`src/rtl/ysyx_24100005_pkg.sv`:
```
// Shared definitions for the NPC memory arbiter: FSM state codes, owner encoding
// and the round-robin pick used when both the IFU and the LSU request at once.
package ysyx_24100005_pkg;

  typedef logic [1:0] arb_state_t;

  localparam arb_state_t ARB_IDLE = 2'd0;
  localparam arb_state_t ARB_REQ  = 2'd1;
  localparam arb_state_t ARB_WAIT = 2'd2;
  localparam arb_state_t ARB_RESP = 2'd3;

  typedef enum logic {
    OWN_IFU = 1'b0,
    OWN_LSU = 1'b1
  } owner_t;

  // On a tie the requester that did not win the previous grant is chosen.
  function automatic owner_t rr_pick(input logic ifu_v, input logic lsu_v, input owner_t last);
    owner_t pick;
    if (ifu_v && lsu_v) begin
      if (last == OWN_LSU) pick = OWN_IFU;
      else                 pick = OWN_LSU;
    end else if (lsu_v) begin
      pick = OWN_LSU;
    end else begin
      pick = OWN_IFU;
    end
    return pick;
  endfunction

endpackage

```
`src/rtl/ysyx_24100005_mem_arbiter.sv`:
```
// Shares the single NPC memory port between the IFU and the LSU, one transaction at a time,
// round-robin on contention, with a sticky timeout flag for a memory that never answers.
module ysyx_24100005_mem_arbiter #(
  parameter int AW     = 32,
  parameter int DW     = 32,
  parameter int TO_MAX = 255
) (
  input  logic            clk,
  input  logic            rst,
  input  logic            ifu_req_valid,
  output logic            ifu_req_ready,
  input  logic [AW-1:0]   ifu_addr,
  output logic            ifu_rsp_valid,
  output logic [DW-1:0]   ifu_rdata,
  input  logic            lsu_req_valid,
  output logic            lsu_req_ready,
  input  logic [AW-1:0]   lsu_addr,
  input  logic            lsu_wen,
  input  logic [DW-1:0]   lsu_wdata,
  input  logic [DW/8-1:0] lsu_wmask,
  output logic            lsu_rsp_valid,
  output logic [DW-1:0]   lsu_rdata,
  output logic            mem_req_valid,
  input  logic            mem_req_ready,
  output logic [AW-1:0]   mem_addr,
  output logic            mem_wen,
  output logic [DW-1:0]   mem_wdata,
  output logic [DW/8-1:0] mem_wmask,
  input  logic            mem_rsp_valid,
  input  logic [DW-1:0]   mem_rdata,
  output logic            mem_timeout
);
  import ysyx_24100005_pkg::*;

  localparam int CW = $clog2(TO_MAX + 1);

  arb_state_t      state;
  owner_t          owner;
  owner_t          last_grant;
  owner_t          pick;
  logic [AW-1:0]   addr_q;
  logic            wen_q;
  logic [DW-1:0]   wdata_q;
  logic [DW/8-1:0] wmask_q;
  logic [CW-1:0]   to_cnt;
  logic            capture;

  // Ready is only offered in IDLE, and only to the requester the round-robin picks.
  always_comb begin
    pick          = rr_pick(ifu_req_valid, lsu_req_valid, last_grant);
    ifu_req_ready = (state == ARB_IDLE) && ifu_req_valid && (pick == OWN_IFU);
    lsu_req_ready = (state == ARB_IDLE) && lsu_req_valid && (pick == OWN_LSU);
    capture       = mem_rsp_valid &&
                    (((state == ARB_REQ) && mem_req_ready) || (state == ARB_WAIT));
  end

  assign mem_req_valid = (state == ARB_REQ);
  assign mem_addr      = addr_q;
  assign mem_wen       = wen_q;
  assign mem_wdata     = wdata_q;
  assign mem_wmask     = wmask_q;
  assign ifu_rsp_valid = (state == ARB_RESP) && (owner == OWN_IFU);
  assign lsu_rsp_valid = (state == ARB_RESP) && (owner == OWN_LSU);

  always_ff @(posedge clk or posedge rst) begin
    if (rst) begin
      state       <= ARB_IDLE;
      owner       <= OWN_IFU;
      last_grant  <= OWN_LSU;
      addr_q      <= '0;
      wen_q       <= 1'b0;
      wdata_q     <= '0;
      wmask_q     <= '0;
      to_cnt      <= '0;
      mem_timeout <= 1'b0;
    end else begin
      case (state)
        ARB_IDLE: begin
          if (ifu_req_ready) begin
            addr_q     <= ifu_addr;
            wen_q      <= 1'b0;
            wdata_q    <= '0;
            wmask_q    <= '0;
            owner      <= OWN_IFU;
            last_grant <= OWN_IFU;
            state      <= ARB_REQ;
          end else if (lsu_req_ready) begin
            addr_q     <= lsu_addr;
            wen_q      <= lsu_wen;
            wdata_q    <= lsu_wdata;
            wmask_q    <= lsu_wmask;
            owner      <= OWN_LSU;
            last_grant <= OWN_LSU;
            state      <= ARB_REQ;
          end
        end
        ARB_REQ: begin
          if (mem_req_ready) begin
            to_cnt <= '0;
            state  <= mem_rsp_valid ? ARB_RESP : ARB_WAIT;
          end
        end
        ARB_WAIT: begin
          // The counter saturates; the FSM keeps waiting so a late response is still delivered.
          if (mem_rsp_valid) begin
            state <= ARB_RESP;
          end else if (to_cnt != CW'(TO_MAX)) begin
            to_cnt <= to_cnt + CW'(1);
            if (to_cnt == CW'(TO_MAX - 1)) mem_timeout <= 1'b1;
          end
        end
        ARB_RESP: state <= ARB_IDLE;
        default:  state <= ARB_IDLE;
      endcase
    end
  end

  always_ff @(posedge clk or posedge rst) begin
    if (rst) begin
      ifu_rdata <= '0;
      lsu_rdata <= '0;
    end else if (capture) begin
      if (owner == OWN_IFU) ifu_rdata <= mem_rdata;
      else                  lsu_rdata <= wen_q ? '0 : mem_rdata;
    end
  end

endmodule

```
`config.mk`:
```
export PLATFORM = sky130hd
export DESIGN_NAME = ysyx_24100005_mem_arbiter
export DESIGN_NICKNAME = d
export VERILOG_FILES = /design/src/rtl/ysyx_24100005_pkg.sv /design/src/rtl/ysyx_24100005_mem_arbiter.sv
export SDC_FILE = /design/constraint.sdc
export NUM_CORES = 1
export LEC_CHECK = 0
export CAP_MARGIN = 10
export CORE_AREA = 8 8 115 117
export CTS_BUF_LIST = sky130_fd_sc_hd__clkbuf_16
export CTS_CLUSTER_SIZE = 28
export DETAILED_ROUTE_END_ITERATION = 12
export DIE_AREA = 0 0 123 125
export DONT_BUFFER_PORTS = 1
export PLACE_DENSITY = 0.79
export SKIP_LAST_GASP = 1
export SLEW_MARGIN = 20
export SYNTH_ARGS = -nofsm -noshare
export SYNTH_HDL_FRONTEND = slang
export SYNTH_SLANG_ARGS = --single-unit
```
`constraint.sdc`:
```
create_clock -name clk -period 7.8 [get_ports clk]
set_input_delay 0.78 -clock clk [delete_from_list [all_inputs] [get_ports clk]]
set_output_delay 0.78 -clock clk [all_outputs]
set_load 0.02 [all_outputs]
```
==> summary.md, run 1 <==
| Metric | Value |
|---|---|
| Cell Area, Synth | `a little over 0.006 mm²` |
| # port buffers | `0` |
| Residual DRC | `0` |
| Cell taking the most area after synthesis | `dfrtp_1` |
| Detail Route Antenna Nets | `0` |
| Final Power | `approximately 3300 µW` |
| Ranking of synthesized cells by area | `dfrtp_1 59%, mux2_2 5.5%, mux2i_1 5.4%, a22o_1 5.3%, nand2_1 4.3%` |
| Core Util, Final | `0.5858` |
| CTS Root Cell | `clkbuf_16` |
| Placer Congestion | `between 0.8 and 0.9` |
| RSZ-0062 raised after global routing | `false` |
| Synth top area share | `0.5893` |
| Skew final | `between 0.007 and 0.008 ns` |
| Die ar. | `between 0.015 and 0.02 mm²` |
| DR vias | `between 3000 and 4000` |
| Syn_area_per_cell | `about 12 µm²` |
| CP Launch Type | `flop` |
| Post-layout min period | `between 2 and 3 ns` |
| Met2 usage | `0.3005` |
| First-pass DRT Iterations | `4` |
| Layout cell share with drive strength beyond 1 | `0.1625` |
| Crit Path Class | `reg -> out` |
| Post-synthesis net count | `~660` |
| Met3 capacity usage during global routing | `0.08101` |
| Worst VDD drop | `between 0.2 and 0.25 mV` |
| # resized after CTS | `0` |
| CP endpoint kind | `output pin` |
| Worst min-delay path class | `in -> async` |
| Clk sinks | `approximately 150` |
| Grt met1 use | `0.2253` |
| FF+latch count, synth | `146` |
| Top Ports | `between 200 and 300` |
| Initial Util | `0.5303` |
| Layout fillers | `between 900 and 1000` |
| Total grt overflow | `0` |
| Worst-Skew Late Latency | `about 0.4 ns` |
| Vias per cell | `about 5.8` |
| CP required | `~7 ns` |
| Leak pwr | `0.003269 µW` |
| CTS Buf Count | `17` |
| Top-count cell post-synth | `dfrtp_1` |
| Row cnt | `40` |
| H-tree levels | `4` |
| # Post-CTS Setup Buffers | `0` |
| First-pass GRT wire length | `~23 mm` |
| Final count of pins violating max slew | `0` |
| CTS tree | `built` |
| Detailed-placement wirelength estimate | `about 11 mm` |
| Sequential cell area fraction in the yosys report | `0.5936` |
| Footprint of the multi-input gates | `~0.0023 mm²` |
| Reg area | `approximately 0.0037 mm²` |
| Distinct cell type count after synthesis | `46` |
| Setup TNS | `0 ns` |
| Status | `completed` |
| Area growth, synth to finish | `10.47%` |
| Detailed Route WL | `about 15 mm` |
| Grt peak-use layer | `met2` |
| Peak Freq | `353.6 MHz` |
| Largest net degree at the start of global routing | `103` |
| Number of enable flip-flop cells after synthesis | `0` |
| Synth Warn # | `0` |
| Final-report hold violation count | `0` |
| Tightest Pin Transition | `1.035 ns` |
| Initial antenna violation count | `0` |
| Nets@finish | `650` |
| Final setup vio count | `0` |
| Max-cap viol count | `0` |
| Die H | `125 µm` |
| Post-synth top cells | `145 x dfrtp_1, 71 x nand2_1, 37 x a22o_1` |
| # hold bufs at CTS | `0` |
| Cell count after synthesis | `slightly above 500` |
| Ys flop type | `dfrtp_1` |
| Number of global-route vias before repair | `about 4000` |
| Iter 0 DRT Violations | `between 200 and 300` |
| Rel. slew slack | `0.3089` |
| Crit path DAT | `just over 2 ns` |
| Gr usage total | `0.1880` |
| Drt wl/cell | `~22 µm` |
| P per Cell Area | `a little under 500 mW/mm²` |
| Period utilisation layout | `0.3626` |
| N_diodes | `0` |
| Asr flop ratio synth | `1.000` |
| Clk slew on worst S/H paths | `0.06 ns` |
| Core footprint | `around 0.012 mm²` |
| Max FO, Critical Path | `33` |
| Clk buf depth | `2` |
| Die W | `123 µm` |
==> worst paths after layout <==
path | startpoint | cells after the start | end | slack, ns
setup / recovery | state[0] | 5 | ifu_req_ready | 4.97
hold / removal | rst | 1 | mem_wmask[3] | 0.30
setup reg to reg | state[1] | 6 | lsu_rdata[18] | 5.26
hold reg to reg | to_cnt[5] | 1 | to_cnt[5] | 0.55
max in group asynchronous | rst | 2 | ifu_rdata[13] | 6.36
min in group clk | lsu_wdata[10] | 1 | mem_wdata[10] | 0.50
==> area by class of cell <==
class,count,share of cell area
tap,147,0.02704
inverter,8,0.005151
clock buffer,17,0.06255
clock inverter,15,0.02116
timing repair buffer,5,0.006071
sequential,146,0.5373
multi-input combinational,326,0.3407
==> per-stage QoR <==
step                      hold WS [ns]  instances  setup WS, ns  instance area (µm²)
after floorplan                 0.5047        512         3.099                 6157
after global placement          0.5404        632         5.359                 6228
after detailed placement        0.5486        632         5.285                 6228
after CTS                       0.3067        664         4.951                 6798
after global routing            0.3352        664         4.854                 6802
final                           0.2968        664         4.972                 6802
==> metal layers <==
metal	vias up	routed length, µm
met3	15	1824
met5	-	0
met1	1834	5379
met4	0	175
met2	200	7171
li1	1780	-
==> registers in the layout, indices dropped and copies added, names as in the netlist <==
| signal | flops |
|---|---|
| ifu_rdata | 32 |
| last_grant | 1 |
| lsu_rdata | 32 |
| mem_addr | 32 |
| mem_timeout | 1 |
| mem_wdata | 32 |
| mem_wen | 1 |
| mem_wmask | 4 |
| owner | 1 |
| state | 2 |
| to_cnt | 8 |
==> power breakdown <==
group	internal (µW)	switching, µW	leakage, µW	total, µW
Clock	467	302	0.000262	769
Combinational	337	372	0.00117	709
Sequential	1100	696	0.00184	1800
==> cells in the final DEF, fill, tap and decap left out, drive strengths merged, types with 2 or more instances in the layout <==
cell,count
a211oi,2
a21o,3
a21oi,4
a22o,37
a31oi,4
a41oi,2
and2b,2
buf,5
bufinv,2
clkbuf,17
clkinv,4
clkinvlp,7
dfrtp,145
ha,7
inv,10
mux2,33
mux2i,33
nand2,71
nand2b,34
nand3,5
nor2,2
nor2b,2
o211ai,5
o21ai,68
or2b,2
==> cells by family after synthesis <==
logic type	Yosys count	synth area share
compound gates	129	0.1439
fa+ha+maj	7	0.01422
buf+inv	40	0.03394
flops	146	0.5936
mux	66	0.1146
simple gates	124	0.09978
==> worst max-delay path: stages, from the launching register on <==
cell and delay [ns]:
dfrtp_1 0.38, inv_1 0.11, ha_1 0.32, o211ai_4 0.10
buf_4 0.46, inv_1 0.24
Note: power is estimated with default switching activity, not from simulation.
==> run 2, diff against run 1 <==
PLACE_DENSITY = 0.81   (was 0.79)
clock period = 2.5 ns   (was 7.8 ns; I/O delays follow)
==> run 2 against run 1 <==
Core utilization is 7.0 points higher. Clock skew decreased by 0.0010 ns. Combinational power rose to 3.5 times the previous value. Register-to-register slack got worse by 4.8 ns. Clock power grew to 3.4 times the previous value. Non-clock buffer count increased by 73. Total power grew to 3.3 times the previous value. Critical endpoint unchanged. Routed wire length is 18% higher. Via count up 12%. Die area unchanged.
==> summary.md, run 2 (synthesized netlist as in run 1, its figures left out) <==
| Metric | Value |
|---|---|
| Worst-Skew Late Latency | `0.40 ns (about the same)` |
| Final count of pins violating max slew | `0 (unchanged)` |
| Worst min-delay path class | `in -> reg (was in -> async)` |
| Nets@finish | `723 (was 650)` |
| Number of global-route vias before repair | `4629 (was 4046)` |
| Grt met1 use | `0.2418 (was 0.2253)` |
| First-pass DRT Iterations | `7 (was 4)` |
| Iter 0 DRT Violations | `205 (was 254)` |
| CP Launch Point | `state[0] (unchanged)` |
| Status | `completed (unchanged)` |
| Tightest Pin Transition | `0.9458 ns (was 1.035 ns)` |
| Hold path startpoint | `mem_rdata[6]` |
| Crit Path Class | `reg -> out (unchanged)` |
| Crit path DAT | `2.07 ns (was 2.05 ns)` |
| Row cnt | `40 (unchanged)` |
| Top Ports | `278 (unchanged)` |
| Initial Util | `0.5303 (unchanged)` |
| RR Endpoint | `ifu_rdata[4] (was lsu_rdata[18])` |
| CTS Root Cell | `clkbuf_16 (unchanged)` |
| Vias per cell | `5.840 (was 5.767)` |
| Largest net degree at the start of global routing | `147 (was 103)` |
| Final instance area | `0.007614 mm² (was 0.006802 mm²)` |
| # resized after CTS | `0 (unchanged)` |
| Most common cell on crit path | `inv_1 (unchanged)` |
| P per Cell Area | `1411 mW/mm² (was 481.3 mW/mm²)` |
| Skew final | `0.006765 ns (was 0.007778 ns)` |
| Clk buf depth | `2 (unchanged)` |
| Total grt overflow | `0 (unchanged)` |
| DR vias | `4298 (was 3829)` |
| Met2 usage | `0.3690 (was 0.3005)` |
| Hold path endpoint | `lsu_rdata[6]` |
| Die ar. | `0.01538 mm² (unchanged)` |
| Worst Hold Depth | `2` |
| Detailed-placement wirelength estimate | `11.23 mm (was 11.05 mm)` |
| CTS Buf Count | `17 (unchanged)` |
| Layout fillers | `813 (was 902)` |
| Drt wl/cell | `23.28 µm (was 21.91 µm)` |
| Layout cell share with drive strength beyond 1 | `0.1477 (was 0.1625)` |
| Area growth, synth to finish | `23.65% (was 10.47%)` |
| Max FO, Critical Path | `33 (unchanged)` |
| CP Launch Type | `flop (unchanged)` |
| Max-cap viol count | `0 (unchanged)` |
| CTS tree | `built (unchanged)` |
| Detailed Route WL | `17.14 mm (was 14.55 mm)` |
| Leak pwr | `0.003625 µW (was 0.003269 µW)` |
| Core footprint | `0.01161 mm² (unchanged)` |
| # Post-CTS Setup Buffers | `0 (unchanged)` |
| Critical R2R Launch | `state[0] (was state[1])` |
| Post-layout min period | `roughly 2.3 ns` |
| Die H | `125 µm (unchanged)` |
| N_diodes | `0 (unchanged)` |
| Final-report hold violation count | `0 (unchanged)` |
| # port buffers | `0 (unchanged)` |
| Met3 capacity usage during global routing | `0.1013 (was 0.08101)` |
| CP required | `2.25 ns (was 7.02 ns)` |
| Placer Congestion | `0.8475 (was 0.8050)` |
| Gr usage total | `0.2199 (was 0.1880)` |
| First-pass GRT wire length | `26.30 mm (was 22.63 mm)` |
| Initial antenna violation count | `0 (unchanged)` |
| Flop2flop setup slack | `0.47 ns (was 5.26 ns)` |
| Reg2Reg Depth | `7 (was 6)` |
| Max incr delay on CP | `0.47 ns (was 0.46 ns)` |
| Most frequent cells in the layout | `145 x dfrtp_1, 71 x nand2_1, 70 x dlygate4sd3_1, 37 x a22o_1, 35 x o21ai_0 (was 145 x dfrtp_1, 71 x nand2_1, 37 x a22o_1, 35 x o21ai_0, 34 x nand2b_1)` |
| CP endpoint kind | `output pin (unchanged)` |
| Residual DRC | `0 (unchanged)` |
| Detail Route Antenna Nets | `0 (unchanged)` |
| Worst path cell trace | `inv_1, ha_1, o211ai_4, buf_4, inv_1 (unchanged)` |
| Worst VDD drop | `0.8772 mV (was 0.2412 mV)` |
| DP Area | `0.006300 mm² (was 0.006228 mm²)` |
| Period utilisation layout | `0.9269` |
| Clk slew on worst S/H paths | `0.06 ns (about the same)` |
| H-tree levels | `4 (unchanged)` |
| Rel. slew slack | `0.3695 (was 0.3089)` |
| Grt peak-use layer | `met2 (unchanged)` |
| Final setup vio count | `0 (unchanged)` |
| Setup TNS | `0 ns (unchanged)` |
| Critical Path Slowest Stage Cell | `buf_4 (unchanged)` |
| # hold bufs at CTS | `70 (was 0)` |
| Most common cell after layout, fill and taps aside | `dfrtp_1 (unchanged)` |
| Die W | `123 µm (unchanged)` |
| Peak Freq | `roughly 430 MHz` |
| Clk sinks | `146 (unchanged)` |
| RSZ-0062 raised after global routing | `false (unchanged)` |
-- run 2: cell count changes in the layout (fill, tap and decap cells not counted) --
cell,change
dlygate4sd3_1,+70
buf_6,-1
clkinv_1,-1
buf_12,+4
bufinv_16,+2
clkinvlp_4,-3
inv_6,+1
-- run 2: worst max-delay path by stage --
stage / to / slack [ns] / depth (start not counted)
after CTS: ifu_req_ready / 0.16 / 5
after detailed placement: ifu_rdata[17] / 0.49 / 7
after global routing: ifu_req_ready / 0.02 / 5
after floorplan: ifu_rdata[0] / 0.42 / 1
final: ifu_req_ready / 0.18 / 5
after global placement: ifu_rdata[16] / 0.60 / 7
-- run 2: per-layer routing --
metal | up-vias | routed length (µm)
met5 | - | 0
met4 | 0 | 350
met3 | 25 | 2047
met1 | 2107 | 6247
met2 | 243 | 8492
li1 | 1923 | -
-- run 2: through the flow --
| stage | setup slack [ns] | power (µW) | cells | util | hold slack, ns |
|---|---|---|---|---|---|
| after floorplan | 0.4178 | 7218 | 512 | - | 0.3825 |
| after global placement | 0.5951 | 7782 | 635 | 0.5426 | 0.3830 |
| after detailed placement | 0.4928 | 7999 | 635 | 0.5426 | 0.3862 |
| after CTS | 0.1562 | 10730 | 736 | 0.6557 | 0.002043 |
| after global routing | 0.02056 | 11320 | 736 | 0.6557 | 0.01228 |
| final | 0.1829 | 10740 | 736 | 0.6557 | 0.02245 |
-- run 2: final cells by class --
cell class	instances	area, µm²	share of cell area
Inverter	8	33.78	0.004437
Clock inverter	14	187.7	0.02465
Sequential cell	146	3655	0.4800
Tap cell	147	183.9	0.02416
Clock buffer	17	425.4	0.05588
Multi-Input combinational cell	326	2317	0.3044
Timing Repair Buffer	78	810.8	0.1065
-- run 2: worst max-delay path, delay by kind of cell, from the launching register on --
family | cells | cell delay (ns)
buf+inv | 3 | 0.83
compound gates | 1 | 0.10
fa+ha+maj | 1 | 0.32
flops | 1 | 0.39
-- run 2: where the power goes --
part	internal, µW	leakage (µW)	switching, µW	total (µW)
clock	1660	0.000297	965	2630
sequential	3430	0.00184	2210	5640
combinational	1190	0.00149	1290	2470
==> run 3, diff against run 2 <==
CORE_AREA = 8 8 128 106   (was 8 8 115 117)
DIE_AREA = 0 0 136 114   (was 0 0 123 125)
==> run 3 against run 2 <==
Register-to-register slack about the same. Total power up 0.31%. Via count down 1.6%. Non-clock buffer count up 2. Fmax down 3.7%. Hold slack worse by 0.016 ns. Routed wire length up 1.9%. First-iteration DRC count up 34%. Combinational power up 2%. Die area up 0.84%.
==> summary.md, run 3 (synthesized netlist as in run 1, its figures left out) <==
| Metric | Value |
|---|---|
| Status | `completed (unchanged)` |
| Clk buf depth | `2 (unchanged)` |
| Worst VDD drop | `0.7843 mV (was 0.8772 mV)` |
| Reg2Reg Depth | `7 (unchanged)` |
| Peak Freq | `415.4 MHz (was 431.6 MHz)` |
| Total grt overflow | `0 (unchanged)` |
| Residual DRC | `0 (unchanged)` |
| Final-report hold violation count | `0 (unchanged)` |
| H-tree levels | `4 (unchanged)` |
| CTS Buf Count | `17 (unchanged)` |
| CTS Root Cell | `clkbuf_16 (unchanged)` |
| N_diodes | `0 (unchanged)` |
| Hold path endpoint | `lsu_rdata[16] (was lsu_rdata[6])` |
| Worst Hold Depth | `2 (unchanged)` |
| Max FO, Critical Path | `11 (was 33)` |
| Die H | `114 µm (was 125 µm)` |
| Post-layout min period | `2.407 ns (was 2.317 ns)` |
| Setup TNS | `0 ns (unchanged)` |
| Rel. slew slack | `0.4051 (was 0.3695)` |
| Most common cell after layout, fill and taps aside | `dfrtp_1 (unchanged)` |
| Crit Path Class | `reg -> out (unchanged)` |
| Layout cell share with drive strength beyond 1 | `0.1520 (was 0.1477)` |
| Row cnt | `35 (was 40)` |
| Flop2flop setup slack | `0.47 ns (about the same)` |
| Iter 0 DRT Violations | `274 (was 205)` |
| Core footprint | `0.01139 mm² (was 0.01161 mm²)` |
| First-pass GRT wire length | `26.41 mm (was 26.30 mm)` |
| Final count of pins violating max slew | `0 (unchanged)` |
| Number of global-route vias before repair | `4621 (was 4629)` |
| Tightest Pin Transition | `0.8923 ns (was 0.9458 ns)` |
| Clk sinks | `146 (unchanged)` |
| Die W | `136 µm (was 123 µm)` |
| Largest net degree at the start of global routing | `147 (unchanged)` |
| CP endpoint kind | `output pin (unchanged)` |
| Initial antenna violation count | `0 (unchanged)` |
| Initial Util | `0.5408 (was 0.5303)` |
| Drt wl/cell | `23.60 µm (was 23.28 µm)` |
| # resized after CTS | `0 (unchanged)` |
| Crit path DAT | `2.16 ns (was 2.07 ns)` |
| Placer Congestion | `0.8566 (was 0.8475)` |
| Worst min-delay path class | `in -> reg (unchanged)` |
| Vias per cell | `5.715 (was 5.840)` |
| Hold path startpoint | `mem_rdata[16] (was mem_rdata[6])` |
| Critical R2R Launch | `state[0] (unchanged)` |
| Detailed Route WL | `17.47 mm (was 17.14 mm)` |
| Most frequent cells in the layout | `145 x dfrtp_1, 71 x nand2_1, 69 x dlygate4sd3_1, 37 x a22o_1, 35 x o21ai_0 (was 145 x dfrtp_1, 71 x nand2_1, 70 x dlygate4sd3_1, 37 x a22o_1, 35 x o21ai_0)` |
| CP Launch Type | `flop (unchanged)` |
| # port buffers | `0 (unchanged)` |
| Worst-Skew Late Latency | `0.41 ns (was 0.40 ns)` |
| Skew final | `0.009942 ns (was 0.006765 ns)` |
| Gr usage total | `0.2167 (was 0.2199)` |
| Detailed-placement wirelength estimate | `11.58 mm (was 11.23 mm)` |
| RR Endpoint | `ifu_rdata[16] (was ifu_rdata[4])` |
| Nets@finish | `726 (was 723)` |
| Final std cells w/o fill | `740 (was 736)` |
| Area growth, synth to finish | `24.12% (was 23.65%)` |
| Detail Route Antenna Nets | `0 (unchanged)` |
| DR vias | `4229 (was 4298)` |
| RSZ-0062 raised after global routing | `true (was false)` |
| Leak pwr | `0.003639 µW (was 0.003625 µW)` |
| Clk slew on worst S/H paths | `0.06 ns (about the same)` |
| Final setup vio count | `0 (unchanged)` |
| First-pass DRT Iterations | `4 (was 7)` |
| CP required | `2.25 ns (about the same)` |
| Placed insts | `637 (was 635)` |
| Hold WS | `0.006128 ns (was 0.02245 ns)` |
| Max-cap viol count | `0 (unchanged)` |
| Die ar. | `0.01550 mm² (was 0.01538 mm²)` |
| Period utilisation layout | `0.9630 (was 0.9269)` |
| CTS tree | `built (unchanged)` |
| P per Cell Area | `1410 mW/mm² (was 1411 mW/mm²)` |
| Top Ports | `278 (unchanged)` |
run 3: cell types whose count changed in the layout (fill, tap and decap cells not counted):
cell           previous run  this run
o211ai_2                  2         3
inv_6                     3         2
clkinv_4                  0         2
clkinv_2                  3         1
buf_4                     4         7
inv_1                     8         9
dlygate4sd3_1            70        69
run 3: power breakdown:
part	leakage [µW]	total [µW]	switching [µW]	internal (µW)
sequential	0.00184	5650	2220	3430
combinational	0.00150	2510	1300	1210
clock	0.000298	2620	955	1660
total	0.00364	10800	4480	6300
run 3: area by class of cell:
type / count / area, µm²
well taps: 148 / 185.2
repair buffers: 80 / 823.3
flip-flops and latches: 146 / 3655
clock inverters: 14 / 190.2
multi-input cells: 327 / 2330
inverters: 8 / 33.78
clock buffers: 17 / 425.4
fillers: 802 / 3744
run 3: timing repair:
action                                 4_1_cts  5_1_grt
buffers inserted                             0        2
hold buffers                                69        0
setup endpoints to repair                    0        2
endpoints found under the hold margin      219        0
run 3: worst max-delay path by stage:
stage	startpoint	to	slack [ns]
global placement	state[0]	ifu_req_ready	0.58
CTS	state[0]	ifu_req_ready	0.07
finish	state[0]	ifu_req_ready	0.09
global route	state[0]	ifu_req_ready	-0.03
floorplan	rst	ifu_rdata[0]	0.42
detailed placement	state[0]	mem_addr[0]	0.48
run 3: per-stage QoR:
step | utilization | power (µW) | setup WS [ns] | area (µm²)
2_1_floorplan | - | 7218 | 0.4178 | 6161
3_3_place_gp | 0.5541 | 7840 | 0.5776 | 6309
3_5_place_dp | 0.5541 | 8047 | 0.4787 | 6309
4_1_cts | 0.6688 | 10790 | 0.06617 | 7615
5_1_grt | 0.6712 | 11380 | -0.03114 | 7642
6_report | 0.6712 | 10780 | 0.09262 | 7642
run 3: metal layers:
metal,global-route usage,part of all wire,vias up
li1,-,-,1936
met1,0.2339,0.35,2074
met5,0,0,-
met4,0.06793,0.016,0
met2,0.3800,0.52,196
met3,0.08787,0.11,23
run 3: worst max-delay path, cell delays in order, from the launching register on:
cell and delay (ns):
dfrtp_1 0.40, inv_1 0.15, ha_1 0.46, o211ai_4 0.29
buf_4 0.28, inv_1 0.17
